File: src/rtl/ddr3_user_cmdq_if.sv
// ddr3_user_cmdq_if: user push, PHY issue and read-return signals for the DDR3 user command queue
interface ddr3_user_cmdq_if;
  logic i_usr_cmd_en;
  logic i_usr_cmd_sel;
  logic [2:0] i3_usr_bank;
  logic [13:0] i14_usr_row;
  logic [9:0] i10_usr_col;
  logic [127:0] i128_usr_wrdata;
  logic o_usr_cmd_full;
  logic o_usr_ovf;
  logic o_usr_rddata_valid;
  logic [127:0] o128_usr_rddata;
  logic i_rdcal_done;
  logic i_phy_cmd_full;
  logic o_rdc_cmd_en;
  logic o_rdc_cmd_sel;
  logic [2:0] o3_rdc_bank;
  logic [13:0] o14_rdc_row;
  logic [9:0] o10_rdc_col;
  logic [127:0] o128_rdc_wrdata;
  logic i_phy_rddata_valid;
  logic [127:0] i128_phy_rddata;
  logic [3:0] o4_rd_outstanding;
  logic o_rd_err;
  modport slave (
    input i_usr_cmd_en, i_usr_cmd_sel, i3_usr_bank, i14_usr_row, i10_usr_col, i128_usr_wrdata,
    input i_rdcal_done, i_phy_cmd_full, i_phy_rddata_valid, i128_phy_rddata,
    output o_usr_cmd_full, o_usr_ovf, o_usr_rddata_valid, o128_usr_rddata,
    output o_rdc_cmd_en, o_rdc_cmd_sel, o3_rdc_bank, o14_rdc_row, o10_rdc_col, o128_rdc_wrdata,
    output o4_rd_outstanding, o_rd_err
  );
  modport master (
    output i_usr_cmd_en, i_usr_cmd_sel, i3_usr_bank, i14_usr_row, i10_usr_col, i128_usr_wrdata,
    output i_rdcal_done, i_phy_cmd_full, i_phy_rddata_valid, i128_phy_rddata,
    input o_usr_cmd_full, o_usr_ovf, o_usr_rddata_valid, o128_usr_rddata,
    input o_rdc_cmd_en, o_rdc_cmd_sel, o3_rdc_bank, o14_rdc_row, o10_rdc_col, o128_rdc_wrdata,
    input o4_rd_outstanding, o_rd_err
  );
endinterface

File: src/rtl/ddr3_user_cmdq.sv
// ddr3_user_cmdq: in-order command FIFO issuing to the PHY with read-credit limiting and read-return forwarding
module ddr3_user_cmdq #(
  parameter int p_DEPTH = 8,
  parameter int p_MAX_RD = 8
) (
  input logic i_clk_div,
  input logic i_rst,
  ddr3_user_cmdq_if.slave bus
);
  localparam int AW = $clog2(p_DEPTH);
  localparam int W = 156;
  typedef enum logic [1:0] {IDLE, ISSUE, GAP} state_t;
  state_t state;
  logic [W-1:0] mem [p_DEPTH];
  logic [AW-1:0] wr_ptr, rd_ptr;
  logic [AW:0] count;
  logic [W-1:0] head;
  logic full, push, pop, rd_inc, rd_acc;
  assign full = count == (AW+1)'(p_DEPTH);
  assign push = bus.i_usr_cmd_en && !full;
  assign head = mem[rd_ptr];
  // head[W-1] is the read select; writes never wait on read credits
  assign pop = state == IDLE && count != '0 && bus.i_rdcal_done && !bus.i_phy_cmd_full &&
               (!head[W-1] || bus.o4_rd_outstanding < 4'(p_MAX_RD));
  assign rd_inc = pop && head[W-1];
  assign rd_acc = bus.i_phy_rddata_valid && (bus.o4_rd_outstanding != '0 || rd_inc);
  assign bus.o_usr_cmd_full = full;
  always_ff @(posedge i_clk_div)
    if (push) mem[wr_ptr] <= {bus.i_usr_cmd_sel, bus.i3_usr_bank, bus.i14_usr_row, bus.i10_usr_col, bus.i128_usr_wrdata};
  always_ff @(posedge i_clk_div or posedge i_rst)
    if (i_rst) begin
      state <= IDLE;
      wr_ptr <= '0;
      rd_ptr <= '0;
      count <= '0;
      bus.o4_rd_outstanding <= '0;
      bus.o_usr_ovf <= 1'b0;
      bus.o_rd_err <= 1'b0;
      bus.o_usr_rddata_valid <= 1'b0;
      bus.o128_usr_rddata <= '0;
      bus.o_rdc_cmd_en <= 1'b0;
      {bus.o_rdc_cmd_sel, bus.o3_rdc_bank, bus.o14_rdc_row, bus.o10_rdc_col, bus.o128_rdc_wrdata} <= '0;
    end else begin
      if (push) wr_ptr <= wr_ptr + 1'b1;
      if (pop) rd_ptr <= rd_ptr + 1'b1;
      count <= count + (AW+1)'(push) - (AW+1)'(pop);
      bus.o4_rd_outstanding <= bus.o4_rd_outstanding + 4'(rd_inc) - 4'(rd_acc);
      if (bus.i_usr_cmd_en && full) bus.o_usr_ovf <= 1'b1;
      if (bus.i_phy_rddata_valid && !rd_acc) bus.o_rd_err <= 1'b1;
      bus.o_usr_rddata_valid <= rd_acc;
      if (rd_acc) bus.o128_usr_rddata <= bus.i128_phy_rddata;
      case (state)
        IDLE: if (pop) begin
          state <= ISSUE;
          bus.o_rdc_cmd_en <= 1'b1;
          {bus.o_rdc_cmd_sel, bus.o3_rdc_bank, bus.o14_rdc_row, bus.o10_rdc_col, bus.o128_rdc_wrdata} <= head;
        end
        ISSUE: begin
          state <= GAP;
          bus.o_rdc_cmd_en <= 1'b0;
        end
        default: state <= IDLE;
      endcase
    end
endmodule

File: src/flat_wrapper.sv
// flat-port wrapper written by rule: the top's interface ports become plain ports
module ddr3_user_cmdq_flat 
#(
  parameter int p_DEPTH = 8,
  parameter int p_MAX_RD = 8
)
  (i_clk_div, i_rst, bus_i_usr_cmd_en, bus_i_usr_cmd_sel, bus_i3_usr_bank, bus_i14_usr_row, bus_i10_usr_col, bus_i128_usr_wrdata, bus_i_rdcal_done, bus_i_phy_cmd_full, bus_i_phy_rddata_valid, bus_i128_phy_rddata, bus_o_usr_cmd_full, bus_o_usr_ovf, bus_o_usr_rddata_valid, bus_o128_usr_rddata, bus_o_rdc_cmd_en, bus_o_rdc_cmd_sel, bus_o3_rdc_bank, bus_o14_rdc_row, bus_o10_rdc_col, bus_o128_rdc_wrdata, bus_o4_rd_outstanding, bus_o_rd_err);
  ddr3_user_cmdq_if bus_i ();
  input logic i_clk_div;
  input logic i_rst;
  input wire logic [$bits(bus_i.i_usr_cmd_en)-1:0] bus_i_usr_cmd_en;
  input wire logic [$bits(bus_i.i_usr_cmd_sel)-1:0] bus_i_usr_cmd_sel;
  input wire logic [$bits(bus_i.i3_usr_bank)-1:0] bus_i3_usr_bank;
  input wire logic [$bits(bus_i.i14_usr_row)-1:0] bus_i14_usr_row;
  input wire logic [$bits(bus_i.i10_usr_col)-1:0] bus_i10_usr_col;
  input wire logic [$bits(bus_i.i128_usr_wrdata)-1:0] bus_i128_usr_wrdata;
  input wire logic [$bits(bus_i.i_rdcal_done)-1:0] bus_i_rdcal_done;
  input wire logic [$bits(bus_i.i_phy_cmd_full)-1:0] bus_i_phy_cmd_full;
  input wire logic [$bits(bus_i.i_phy_rddata_valid)-1:0] bus_i_phy_rddata_valid;
  input wire logic [$bits(bus_i.i128_phy_rddata)-1:0] bus_i128_phy_rddata;
  output wire logic [$bits(bus_i.o_usr_cmd_full)-1:0] bus_o_usr_cmd_full;
  output wire logic [$bits(bus_i.o_usr_ovf)-1:0] bus_o_usr_ovf;
  output wire logic [$bits(bus_i.o_usr_rddata_valid)-1:0] bus_o_usr_rddata_valid;
  output wire logic [$bits(bus_i.o128_usr_rddata)-1:0] bus_o128_usr_rddata;
  output wire logic [$bits(bus_i.o_rdc_cmd_en)-1:0] bus_o_rdc_cmd_en;
  output wire logic [$bits(bus_i.o_rdc_cmd_sel)-1:0] bus_o_rdc_cmd_sel;
  output wire logic [$bits(bus_i.o3_rdc_bank)-1:0] bus_o3_rdc_bank;
  output wire logic [$bits(bus_i.o14_rdc_row)-1:0] bus_o14_rdc_row;
  output wire logic [$bits(bus_i.o10_rdc_col)-1:0] bus_o10_rdc_col;
  output wire logic [$bits(bus_i.o128_rdc_wrdata)-1:0] bus_o128_rdc_wrdata;
  output wire logic [$bits(bus_i.o4_rd_outstanding)-1:0] bus_o4_rd_outstanding;
  output wire logic [$bits(bus_i.o_rd_err)-1:0] bus_o_rd_err;
  assign bus_i.i_usr_cmd_en = bus_i_usr_cmd_en;
  assign bus_i.i_usr_cmd_sel = bus_i_usr_cmd_sel;
  assign bus_i.i3_usr_bank = bus_i3_usr_bank;
  assign bus_i.i14_usr_row = bus_i14_usr_row;
  assign bus_i.i10_usr_col = bus_i10_usr_col;
  assign bus_i.i128_usr_wrdata = bus_i128_usr_wrdata;
  assign bus_i.i_rdcal_done = bus_i_rdcal_done;
  assign bus_i.i_phy_cmd_full = bus_i_phy_cmd_full;
  assign bus_i.i_phy_rddata_valid = bus_i_phy_rddata_valid;
  assign bus_i.i128_phy_rddata = bus_i128_phy_rddata;
  assign bus_o_usr_cmd_full = bus_i.o_usr_cmd_full;
  assign bus_o_usr_ovf = bus_i.o_usr_ovf;
  assign bus_o_usr_rddata_valid = bus_i.o_usr_rddata_valid;
  assign bus_o128_usr_rddata = bus_i.o128_usr_rddata;
  assign bus_o_rdc_cmd_en = bus_i.o_rdc_cmd_en;
  assign bus_o_rdc_cmd_sel = bus_i.o_rdc_cmd_sel;
  assign bus_o3_rdc_bank = bus_i.o3_rdc_bank;
  assign bus_o14_rdc_row = bus_i.o14_rdc_row;
  assign bus_o10_rdc_col = bus_i.o10_rdc_col;
  assign bus_o128_rdc_wrdata = bus_i.o128_rdc_wrdata;
  assign bus_o4_rd_outstanding = bus_i.o4_rd_outstanding;
  assign bus_o_rd_err = bus_i.o_rd_err;
  ddr3_user_cmdq #(.p_DEPTH(p_DEPTH), .p_MAX_RD(p_MAX_RD)) u_core (.i_clk_div(i_clk_div), .i_rst(i_rst), .bus(bus_i));
endmodule
File: config.mk
export PLATFORM = sky130hd
export DESIGN_NAME = ddr3_user_cmdq_flat
export DESIGN_NICKNAME = d
export VERILOG_FILES = /design/src/rtl/ddr3_user_cmdq_if.sv /design/src/rtl/ddr3_user_cmdq.sv /design/src/flat_wrapper.sv
export SDC_FILE = /design/constraint.sdc
export NUM_CORES = 2
export LEC_CHECK = 0
export BUFFER_PORTS_ARGS = -buffer_cell sky130_fd_sc_hd__buf_2
export CAP_MARGIN = 5
export CORE_UTILIZATION = 38
export DETAILED_ROUTE_END_ITERATION = 12
export PLACE_DENSITY = 0.64
export SETUP_SLACK_MARGIN = 0.02
export SLEW_MARGIN = 30
export SYNTH_ARGS = -nofsm -noshare
export SYNTH_HDL_FRONTEND = slang
export SYNTH_SLANG_ARGS = --single-unit
File: constraint.sdc
create_clock -name i_clk_div -period 14.45 [get_ports i_clk_div]
set_input_delay 2.1675 -clock i_clk_div [delete_from_list [all_inputs] [get_ports i_clk_div]]
set_output_delay 2.1675 -clock i_clk_div [all_outputs]
set_load 0.05 [all_outputs]
# [Word level (Yosys, flattened, before mapping)]
# Memory sizes are Yosys's and may differ from the RTL's.
# Cells that the tools add are included.
[word_totals] in_bits=290 word_cells=53 rom_bits=0 reg_bits=304 mem_bits_rw=1248 memories=1 latch_bits=0 output_inout_bits=293
[memory_table] name="u_core.mem" depth=8 width=156 rd=1 rd_ports_with_merged_regs=0 wr=1 line_no="ddr3_user_cmdq.sv:14" rtl="logic [W-1:0] mem [p_DEPTH];"
[op_classes] reduce_logical=21 order_cmp=1 shift=0 eq_ne=3 addsub=6 mux=6 mul=0 n_bitwise=0 n_div=0
[ops] cell="logical AND 1 bit" count=9
[ops] cell="adder 4 x 1 -> 4 bit" count=2
[ops] cell="nonzero test 4 bit" count=2
[ops] cell="subtractor 4 x 1 -> 4 bit" count=2
[ops] cell="adder 3 x 1 -> 3 bit, second input constant" count=2
[ops] cell="equality test 4 bit, second input constant" count=1
[ops] cell="logical NOT 1 bit" count=4
[ops] cell="< comparator 4 bit, second input constant" count=1
[ops] cell="case mux 2 bit (2 select lines)" count=1
[ops] cell="AND reduction 2 bit" count=2
[ops] cell="2-to-1 mux 1 bit" count=3
[ops] cell="equality test 2 x 1 -> 1 bit, second input constant" count=1
[ops] cell="logical NOT 2 bit" count=1
[ops] cell="logical OR 1 bit" count=2
[ops] cell="2-to-1 mux 2 bit" count=1
[ops] cell="!= test 2 x 1 -> 1 bit, second input constant" count=1
[ops] cell="case mux 1 bit (2 select lines)" count=1
[ops] cell="nonzero test 2 bit" count=1

# [Logic depth before layout (Yosys ltp)]
[logic_depth] word_depth=10 mapped_depth=14 ltp_nobuf=12

# [Least setup slack after synthesis]
# Ideal clock, no wire load.
[synth_timing] path_kind="in2reg" start="input bus_i_usr_cmd_en" end="memory u_core.mem[0][0], enable pin" setup_time_ps=862 arrival_time_ps=13155 slack_ps=432 path_stages=4 path_buffers=1 required_ps=13588 path_cell_list="nor2b_1 > clkbuf_1 > nand2b_1 > nor3_1"
[synth_via] elab_chain_cells=3
[synth_lines] item="start: declaration" line_no="flat_wrapper.sv:11" rtl="input wire logic [$bits(bus_i.i_usr_cmd_en)-1:0] bus_i_usr_cmd_en;"
[synth_lines] item="logical AND 1 bit" line_no="ddr3_user_cmdq.sv:20" rtl="assign push = bus.i_usr_cmd_en && !full;"
[synth_lines] item="named net u_core.push" line_no="ddr3_user_cmdq.sv:18" rtl="logic full, push, pop, rd_inc, rd_acc;"
[synth_lines] item="2-to-1 mux 1 bit" line_no="ddr3_user_cmdq.sv:29" rtl="if (push) mem[wr_ptr] <= {bus.i_usr_cmd_sel, bus.i3_usr_bank, bus.i14_usr_row, bus.i10_usr_col, bus.i128_usr_w ..."
[synth_lines] item="2-to-1 mux 1 bit (not written as such)" line_no="ddr3_user_cmdq.sv:29"
[synth_lines] item="end: declaration" line_no="ddr3_user_cmdq.sv:14"
# The timed path passes the listed nets, and every way through them passes these cells.

# [Final worst setup path]
[layout_timing] start="input bus_i_usr_cmd_en" end="memory u_core.mem[3][85], enable pin"
[layout_via] elab_chain_cells=3
[layout_lines] item="logical AND 1 bit" line_no="ddr3_user_cmdq.sv:20"
[layout_lines] item="2-to-1 mux 1 bit" line_no="ddr3_user_cmdq.sv:29"
[layout_lines] item="2-to-1 mux 1 bit (not written as such)" line_no="ddr3_user_cmdq.sv:29"
# Every way passes these cells.

==> flow_summary.ini <==
[power]
fin_total_pwr_mw = 16.2
internal_power_mw = 10.2
max-vdd-ir-drop_mv = 0.183
leakagePower_nw = 25.2
cellPowerDensity_nw_per_um2 = 222
p_sw_share_pct = 36.7
p_switching_mw = 5.93
pwr-share-clk_pct = 26.0
p_seq_share_pct = 38.9
pwr-share-comb_pct = 35.2

[worst_setup_path]
worst_setup_path_end_kind = register
crit_fanout = 50
critPathKind = input port to register
reg2reg_to = u_core.bus.o10_rdc_col[9]
worstPathCellList = buf_2, nor2b_1, nand2_1, nor2_4, buf_4, buf_4
rr_worst_depth = 7
path_delay_family = buffers and inverters
r2r_start = u_core.rd_ptr[1]
cp-start-kind = input port
cp.arrival_ps = 5530
cp.buffers_inverters = 3
max_stage_delay_ps = 850
rrSetupSlack_ps = 9410
critPathRequiredTime_ps = 14870
crit_path_top_delay_cell = buf_4
crit_path_frequent_cell = buf_4

[route]
routed_wl_um = 153000
vias = 33486
ant_nets = 0
dr.pass1.iters = 5
drt_drc_violations_left = 0
initialDrtViolationCount = 2971
viasPerCell = 5.44
avgRoutedWirePerCell_um = 24.8

[yosys]
syn_area_per_cell_um2 = 18.9
synth_compound_area_share_pct = 6.12
yosysTopAreaCell = edfxtp_1
synth-main-ff-cell = edfxtp_1
ys_top_cells_by_area = edfxtp_1 (60%), dfrtp_1 (12%), mux4_2 (11%), mux2_2 (5.7%), o311ai_0 (1.8%)
ys_seq_elements = 1552
synth_cell_types = 40
synth_edf_count = 1248
yosys_warnings = 0
synth_cells = 3281
synth_xor_area_share_pct = 0.113
synth_fp_nets = 3586
synth_top_area_share_pct = 60.4
seq_area_frac_synth_pct = 72.7
netlist_area_um2 = 62000
synth_fa_ha_area_share_pct = 0.327
yosys.area_share.simple_pct = 1.03
ys_async_sr_fraction_pct = 19.6
synth_mux_area_share_pct = 17.0
synth_top_family_by_area = multiplexers

[final_layout]
fin_util_pct = 45.1
finalNonFillerCells = 6158
nNetsFinal = 4145
multi_input_area_um2 = 15300
n_fill_cell = 13891
area_delta_synth_final_pct = 17.4
stdcell_area_um2 = 72800
drive_gt1_share_pct = 38.5
final-seq-area_um2 = 45100

[grt]
grt_pass1_wl_um = 224000
grt_max_degree = 128
grt.total_usage_pct = 18.3
grt_antenna_before_repair = 65
grt-ovfl-total = 0
grt_pass1_vias = 33942

[clock_network]
cts_buffer_depth = 3
clk_latency_ps = 820
cts-root-buf = clkbuf_16
ctsResizeCount = 0
h-tree-depth = 4
cts_tree = done
cts_hold_buf = 0
numClockSinks = 1552
post_cts_buffers = 0
numCtsBuffers = 164
clk_pin_slew_ps = 60

[min_path]
hold_depth = 1
hp-class = register to register
hold_path_end = u_core.bus.o_usr_ovf
hp-start = u_core.bus.o_usr_ovf

[sta]
min_period_over_period_pct = 35.4
finalHoldViolCount = 0
slew_viol_final = 0
skew_ps = 67.4
finalCriticalPeriod_ps = 5110
tightest_slew_ps = 966
hold_ws_ps = 480
rsz0062_at_grt = false
fmax_ghz = 0.196
setup_ws_ps = 9340
finalSetupViolations = 0
setup-tns-final_ps = 0
slew_headroom_pct = 35.6

[placement]
dp_hpwl_um = 88000
pre_cts_ws_ps = 8430
io_buffers = 582
routabilityCongestion = 0.824
postPlaceCellArea_um2 = 67200
placed_cells = 5833

[outcome]
status = finished clean

[floorplanning]
core_um2 = 161000
rows = 147
floorplan.initialDensity_pct = 38.4
die_area_um2 = 165000
io_pins = 583
dieHeight_um = 406
die_x_um = 406

[flow_run]
cap_violations = 0
[flip-flops by register name, indices dropped and copies added, names as in the netlist, 2 cells and up]
name / cells
u_core.mem: 1248
u_core.bus.o128_rdc_wrdata: 128
u_core.bus.o128_usr_rddata: 128
u_core.bus.o14_rdc_row: 14
u_core.bus.o10_rdc_col: 10
u_core.bus.o4_rd_outstanding: 4
u_core.count: 4
u_core.bus.o3_rdc_bank: 3
u_core.rd_ptr: 3
u_core.wr_ptr: 3
u_core.state: 2
[cell usage after synthesis (3+ instances only)]
master       n
a21o_1       3
a31oi_1    128
buf_1       19
buf_2       55
buf_4       12
buf_6       11
clkbuf_1   153
dfrtp_1    304
edfxtp_1  1248
ha_1        13
inv_1      148
mux2_2     314
mux4_2     310
nand2_1    132
nand2b_1     4
nor2_1       8
nor3b_1      3
o211ai_1   128
o22ai_1    128
o311ai_0   125
o311ai_1     4
xnor2_1      4
xor2_1       4
[worst register-to-register path: stages, from the launching register on]
cell	delay, ps
dfrtp_4	790
buf_4	750
buf_6	640
buf_12	680
buf_4	910
mux4_2	640
mux2_2	280
mux2_2	270
[per-layer routing]
layer  vias up  part of all wire (%)  GRT usage [%]
met2      1001                    49           29.9
li1      14603                     -              -
met1     17516                    41           23.2
met3       298                   7.6           5.78
met5         -                  0.30              0
met4        68                   2.7           5.43
[cell type report]
class	count	share of cell area, %
Sequential cell	1552	62.0
Multi-Input combinational cell	1331	21.1
Clock buffer	239	6.39
Timing Repair Buffer	643	4.91
Tap cell	2160	3.71
Clock inverter	69	1.14
Inverter	148	0.774
Antenna cell	16	0.0550
[power by group through the flow]
stage	clock network, mW	registers, mW	logic [mW]
after floorplan	0	7.66	2.94
after global placement	0	6.32	5.69
after detailed placement	0	6.37	5.75
after CTS	4.31	6.29	5.77
after global routing	4.47	6.38	6.05
final	4.20	6.28	5.68
[logic make-up after synthesis]
logic type               count (synthesis)
XOR/XNOR                                 8
AND/OR/NAND/NOR                        156
multiplexers                           626
AO/OA/AOI/OAI                          526
flip-flops                            1552
buffers and inverters                  398
adder cells (fa/ha/maj)                 15
[cells in the final DEF, fill, tap and decap left out, types with 128 or more instances in the layout]
master / Yosys / layout
mux4_2: 310 / 310
inv_1: 148 / 147
mux2_2: 314 / 314
o22ai_1: 128 / 128
clkbuf_16: 0 / 166
nand2_1: 132 / 132
o211ai_1: 128 / 128
edfxtp_1: 1248 / 1248
buf_2: 55 / 581
a31oi_1: 128 / 128
dfrtp_1: 304 / 301
[how the worst max path moves through the flow]
stage / startpoint / end / cells past startpoint
after floorplan: bus_i_usr_cmd_en / u_core.mem[0][0] / 4
after global placement: bus_i_usr_cmd_en / u_core.mem[7][2] / 6
after global routing: u_core.rd_ptr[1] / u_core.bus.o128_rdc_wrdata[78] / 7
after CTS: u_core.rd_ptr[1] / u_core.bus.o10_rdc_col[9] / 7
after detailed placement: bus_i_usr_cmd_en / u_core.mem[3][81] / 6
final: bus_i_usr_cmd_en / u_core.mem[3][85] / 6
No activity file was read; power rests on OpenSTA's default activity.
